### src/rtl/polar_common_pkg.sv
// Shared code definitions for the 64-bit polar code with 24 data bits and CRC-16-CCITT:
// information/frozen position sets, CRC constants, reference functions and the encoder FSM states.
package polar_common_pkg;

    localparam int K_DATA = 24;
    localparam int K_CRC  = 16;
    localparam int K_INFO = K_DATA + K_CRC;
    localparam int K_FRZ  = 24;
    localparam int N_CODE = 64;

    localparam logic [15:0] CRC_INIT = 16'hFFFF;
    localparam logic [15:0] CRC_POLY = 16'h1021;

    // Most reliable 40 indices (highest index weight), ascending; data first, CRC last.
    localparam logic [5:0] INFO_POS [K_INFO] = '{
        6'd13, 6'd14, 6'd15, 6'd19, 6'd21, 6'd22, 6'd23, 6'd25, 6'd26, 6'd27,
        6'd28, 6'd29, 6'd30, 6'd31, 6'd35, 6'd37, 6'd38, 6'd39, 6'd41, 6'd42,
        6'd43, 6'd44, 6'd45, 6'd46, 6'd47, 6'd49, 6'd50, 6'd51, 6'd52, 6'd53,
        6'd54, 6'd55, 6'd56, 6'd57, 6'd58, 6'd59, 6'd60, 6'd61, 6'd62, 6'd63
    };

    localparam logic [5:0] FROZEN_POS [K_FRZ] = '{
        6'd0,  6'd1,  6'd2,  6'd3,  6'd4,  6'd5,  6'd6,  6'd7,  6'd8,  6'd9,
        6'd10, 6'd11, 6'd12, 6'd16, 6'd17, 6'd18, 6'd20, 6'd24, 6'd32, 6'd33,
        6'd34, 6'd36, 6'd40, 6'd48
    };

    typedef enum logic [1:0] {
        ST_IDLE,
        ST_CRC,
        ST_MAP,
        ST_XFORM
    } polar_enc_state_t;

    function automatic logic [15:0] crc16_ccitt24(input logic [23:0] data);
        logic [15:0] crc;
        logic        fb;
        crc = CRC_INIT;
        for (int i = 0; i < K_DATA; i++) begin
            fb  = crc[15] ^ data[K_DATA-1-i];
            crc = {crc[14:0], 1'b0} ^ (fb ? CRC_POLY : 16'h0000);
        end
        return crc;
    endfunction

    // One butterfly stage: lower index of each pair absorbs its partner 2^s above.
    function automatic logic [63:0] polar_stage64(input logic [63:0] x, input logic [2:0] s);
        logic [63:0] y;
        y = x;
        for (int i = 0; i < N_CODE; i++) begin
            if (((i >> s) & 1) == 0)
                y[i] = x[i] ^ x[i | (1 << s)];
        end
        return y;
    endfunction

    function automatic logic [63:0] polar_transform64(input logic [63:0] u);
        logic [63:0] x;
        x = u;
        for (int s = 0; s < 6; s++)
            x = polar_stage64(x, 3'(s));
        return x;
    endfunction

endpackage

### src/rtl/crc16_ccitt_byte.sv
// Combinational CRC-16-CCITT update over one byte, MSB-first.
module crc16_ccitt_byte
    import polar_common_pkg::*;
(
    input  logic [15:0] crc_i,
    input  logic [7:0]  byte_i,
    output logic [15:0] crc_o
);

    always_comb begin
        logic [15:0] c;
        logic        fb;
        c = crc_i;
        for (int i = 7; i >= 0; i--) begin
            fb = c[15] ^ byte_i[i];
            c  = {c[14:0], 1'b0} ^ (fb ? CRC_POLY : 16'h0000);
        end
        crc_o = c;
    end

endmodule

### src/rtl/polar64_crc16_encoder.sv
// Multi-cycle polar(64,24)+CRC16 encoder: CRC (3 cycles), MAP, staged XFORM, one-cycle done.
// POLAR64_ENC_FAST_XFORM_EN collapses XFORM into a single combinational cycle.
module polar64_crc16_encoder
    import polar_common_pkg::*;
(
    input  logic        clk,
    input  logic        rst,
    input  logic        start,
    input  logic [23:0] data_in,
    output logic        ready,
    output logic        done,
    output logic [63:0] codeword
);

    polar_enc_state_t state_q;
    logic [23:0] data_q;
    logic [15:0] crc_q, crc_d;
    logic [1:0]  cnt_q;
    logic [2:0]  stg_q;
    logic [63:0] x_q, x_d, u_map;
    logic [63:0] cw_q;
    logic        ready_q, done_q;
    logic        last_stg;
    logic [7:0]  byte_sel;

    always_comb begin
        case (cnt_q)
            2'd1:    byte_sel = data_q[15:8];
            2'd2:    byte_sel = data_q[7:0];
            default: byte_sel = data_q[23:16];
        endcase
    end

    crc16_ccitt_byte u_crc (
        .crc_i  (crc_q),
        .byte_i (byte_sel),
        .crc_o  (crc_d)
    );

    always_comb begin
        u_map = '0;
        for (int k = 0; k < K_DATA; k++)
            u_map[INFO_POS[k]] = data_q[K_DATA-1-k];
        for (int k = 0; k < K_CRC; k++)
            u_map[INFO_POS[K_DATA+k]] = crc_q[K_CRC-1-k];
    end

`ifdef POLAR64_ENC_FAST_XFORM_EN
    assign x_d      = polar_transform64(x_q);
    assign last_stg = 1'b1;
`else
    assign x_d      = polar_stage64(x_q, stg_q);
    assign last_stg = (stg_q == 3'd5);
`endif

    always_ff @(posedge clk) begin
        if (rst) begin
            state_q <= ST_IDLE;
            data_q  <= '0;
            crc_q   <= '0;
            cnt_q   <= '0;
            stg_q   <= '0;
            x_q     <= '0;
            cw_q    <= '0;
            ready_q <= 1'b1;
            done_q  <= 1'b0;
        end else begin
            done_q <= 1'b0;
            case (state_q)
                ST_IDLE: begin
                    if (start) begin
                        data_q  <= data_in;
                        crc_q   <= CRC_INIT;
                        cnt_q   <= '0;
                        ready_q <= 1'b0;
                        state_q <= ST_CRC;
                    end
                end
                ST_CRC: begin
                    crc_q <= crc_d;
                    cnt_q <= cnt_q + 2'd1;
                    if (cnt_q == 2'd2)
                        state_q <= ST_MAP;
                end
                ST_MAP: begin
                    x_q     <= u_map;
                    stg_q   <= '0;
                    state_q <= ST_XFORM;
                end
                ST_XFORM: begin
                    x_q   <= x_d;
                    stg_q <= stg_q + 3'd1;
                    if (last_stg) begin
                        cw_q    <= x_d;
                        done_q  <= 1'b1;
                        ready_q <= 1'b1;
                        state_q <= ST_IDLE;
                    end
                end
                default: state_q <= ST_IDLE;
            endcase
        end
    end

    assign ready    = ready_q;
    assign done     = done_q;
    assign codeword = cw_q;

endmodule
### config.mk
export PLATFORM = sky130hd
export DESIGN_NAME = polar64_crc16_encoder
export DESIGN_NICKNAME = d
export VERILOG_FILES = /design/src/rtl/polar_common_pkg.sv /design/src/rtl/crc16_ccitt_byte.sv /design/src/rtl/polar64_crc16_encoder.sv
export SDC_FILE = /design/constraint.sdc
export NUM_CORES = 1
export LEC_CHECK = 0
export CORE_MARGIN = 1.5
export CORE_UTILIZATION = 40
export DETAILED_ROUTE_END_ITERATION = 6
export PLACE_DENSITY = 0.66
export SYNTH_ARGS = -nofsm -noshare
export SYNTH_HDL_FRONTEND = slang
export SYNTH_SLANG_ARGS = --single-unit
export TNS_END_PERCENT = 5
### constraint.sdc
create_clock -name clk -period 3.4 [get_ports clk]
set_input_delay 1.02 -clock clk [delete_from_list [all_inputs] [get_ports clk]]
set_output_delay 1.02 -clock clk [all_outputs]
set_load 0.02 [all_outputs]
==> impl_metrics.toml <==
[timing]
setup_violations = 0
maxSlewViolCount = 0
max_freq_mhz = 317
fin_crit_sh_pct = 92.8
finClkSkew_ns = 0.0138
hold_viol_final = 0
setup_tns_ns = 0
worst_slew_pin_slew_ns = 0.883
min_period_ns = 3.16
slew_headroom_pct = 40.9
grt_setup_unrepaired = "false"

[power]
p_per_area_mw_per_mm2 = 599
max-vdd-ir-drop_mv = 0.383
p_leak_nw = 4.30
power.total_mw = 7.62

[place]
portBuffers = 92
place_hpwl_mm = 28.3
gp_congestion = 0.953

[logic_synthesis]
synthArstFlopShare_pct = 0
ys_seq_area_share_pct = 32.7
yosys_warnings = 0
syn-num-nets = 1354
yosys.cell_types.count = 84
synth_edf_count = 0
synth_ff_type = "dfxtp_1"
syn-cell-area_mm2 = 0.0108
syn_area_per_cell_um2 = 8.29
synth_cells = 1308
synth-seq-cells = 177

[finish]
final_cell_mix = "nand2_1, dfxtp_1, nor2_1"
diodes = 0
area_delta_synth_final_pct = 17.4
fillerInstances = 2649
drive_gt1_share_pct = 12.0
final_util_pct = 47.5
finalNetCount = 1405

[clocking]
clk_path_buf_depth = 2
cts_tree = "done"
cts_buffers = 17
cts_root_buffer = "clkbuf_16"
clk_pin_slew_ns = 0.08
htree_levels = 4
cts-hold-fix-buffers = 0
clock_sinks = 177
cts_resized = 0
clk_latency_ns = 0.45
postCtsSetupBuffers = 0

[setup_path]
worstSetupPathType = "flop to flop"
slowest_stage = "a2111oi_0"
worst_path_most_repeated_cell = "buf_4"
crit_arrival_ns = 3.53
crit_buf_inv = 5
cp-end-kind = "flop"
r2r_start = "stg_q[0]"
rrSetupSlack_ns = 0.24
worst-path-max-fanout = 27
worstPathRequired_ns = 3.77
timing.rr.end = "x_q[2]"
reg2regPathDepth = 12
cp-start-kind = "flop"
path_delay_family = "buffers and inverters"
crit_chain = "inv_1 -> ha_1 -> buf_4 -> buf_4 -> nand2_1 -> buf_4 -> a21oi_1 -> a2111oi_0 -> buf_4 -> a21oi_2 -> o21ba_1 -> a31oi_1"
slowest_delay_ns = 0.55

[worst_hold_path]
holdCritStartpoint = "codeword[25]"
hold-path-cell-count = 2
worst_hold_path.endpoint = "codeword[25]"
min_path_type = "flop to flop"

[drt]
first_iter_violations = 1082
vias = 10500
wl_per_cell_um = 22.5
final_antenna_net_count = 0
via_per_inst = 6.13
dr.pass1.iters = 7
drc = 0
wl_mm = 38.5

[floorplanning]
initial_utilization_pct = 40.5
design.core.area_mm2 = 0.0268
die_area_mm2 = 0.0281
die_y_um = 168
io_pins = 93
rows = 60
die_x_um = 168

[global_route]
grt-ovfl-total = 0
grt_pass1_wl_mm = 59.8
grt.total_usage_pct = 27.8
antenna_found_initial = 0
grt_max_degree = 76
first_global_vias = 9801

[status]
status = "completed"

[flow_run]
drv_cap = 0
-- metrics by stage --
stage | hold WS [ns] | instances | cell area, um^2 | setup WS [ns]
floorplan | 0.445 | 1308 | 10800 | 0.224
global route | 0.468 | 1713 | 12700 | 0.0722
detailed placement | 0.444 | 1681 | 12100 | 0.239
finish | 0.452 | 1713 | 12700 | 0.244
CTS | 0.455 | 1713 | 12700 | 0.247
global placement | 0.447 | 1681 | 12100 | 0.274
-- flip-flops by register name (all words and copies together), names as in the netlist --
signal	cells
state_q	2
crc_q	16
ready	1
x_q	64
done	1
codeword	64
data_q	24
cnt_q	2
stg_q	3
-- layout make-up --
type,instances,area (um^2),area share (%)
multi-input cells,987,6700,52.6
flip-flops and latches,177,3540,27.8
repair buffers,151,1370,10.8
well taps,341,427,3.35
clock buffers,17,425,3.34
clock inverters,15,166,1.31
inverters,25,93.8,0.737
-- per-layer routing --
metal  vias to the layer above  GRT usage [%]  share of wire, %
met5                         -              0                 0
met4                         0           12.3               4.2
met3                       111           5.70               9.0
met2                       583           41.0                43
met1                      4967           39.0                44
li1                       4842              -                 -
-- kinds of logic after synthesis --
logic type	Yosys count	synth area share, %
compound gates	383	23.9
xor+xnor	58	4.69
fa+ha+maj	19	2.19
buf+inv	144	5.76
flops	177	32.7
mux	84	12.3
simple gates	443	18.5
-- worst reg2reg max path, cell delays in order, from the launching register on --
cell	delay (ns)
dfxtp_1	0.47
inv_1	0.20
ha_1	0.25
buf_4	0.25
buf_4	0.22
nand2_1	0.09
buf_4	0.30
a21oi_1	0.16
a2111oi_0	0.56
buf_4	0.21
a21oi_2	0.05
o21ba_1	0.19
a31oi_1	0.13
-- power breakdown --
group	switching [mW]	internal [mW]	total [mW]
combinational	1.69	1.09	2.78
clock	0.991	1.05	2.04
sequential	0.458	2.34	2.80
-- how the worst max path moves through the flow --
stage	startpoint	endpoint	depth (start not counted)
2_1_floorplan	stg_q[2]	x_q[5]	13
3_3_place_gp	stg_q[0]	x_q[2]	12
3_5_place_dp	stg_q[0]	x_q[2]	12
4_1_cts	stg_q[0]	x_q[1]	8
5_1_grt	stg_q[0]	x_q[37]	9
6_report	stg_q[0]	x_q[2]	12
-- Yosys cell counts, drive strengths merged (3+ instances only) --
cell type / number / share of area [%]
dfxtp: 177 / 33
nand2: 177 / 6.1
nor2: 127 / 4.4
a21oi: 101 / 4.7
a211oi: 97 / 6.8
clkbuf: 82 / 2.8
o21ai: 66 / 3.1
mux2i: 40 / 3.8
xnor2: 38 / 3.1
buf: 37 / 2.1
mux4: 37 / 7.7
nor2b: 30 / 1.8
nand3: 23 / 1.1
nor3: 23 / 1.1
inv: 22 / 0.76
xor2: 20 / 1.6
ha: 19 / 2.2
a22oi: 14 / 0.97
a31oi: 14 / 0.87
nand2b: 11 / 0.63
o22ai: 11 / 0.69
o31ai: 10 / 0.69
a311oi: 8 / 0.70
o211ai: 8 / 0.55
or3: 8 / 0.46
a21o: 7 / 0.48
mux2: 7 / 0.76
nand3b: 7 / 0.48
and2: 6 / 0.35
nor3b: 6 / 0.42
a221oi: 5 / 0.46
and3: 5 / 0.38
nand4: 5 / 0.29
o31a: 5 / 0.40
a32oi: 4 / 0.32
nor4: 4 / 0.23
o21bai: 4 / 0.28
o221ai: 4 / 0.48
or2: 4 / 0.23
clkinv: 3 / 0.10
o311ai: 3 / 0.40
or4: 3 / 0.21
No activity file was read; power rests on OpenSTA's default activity.
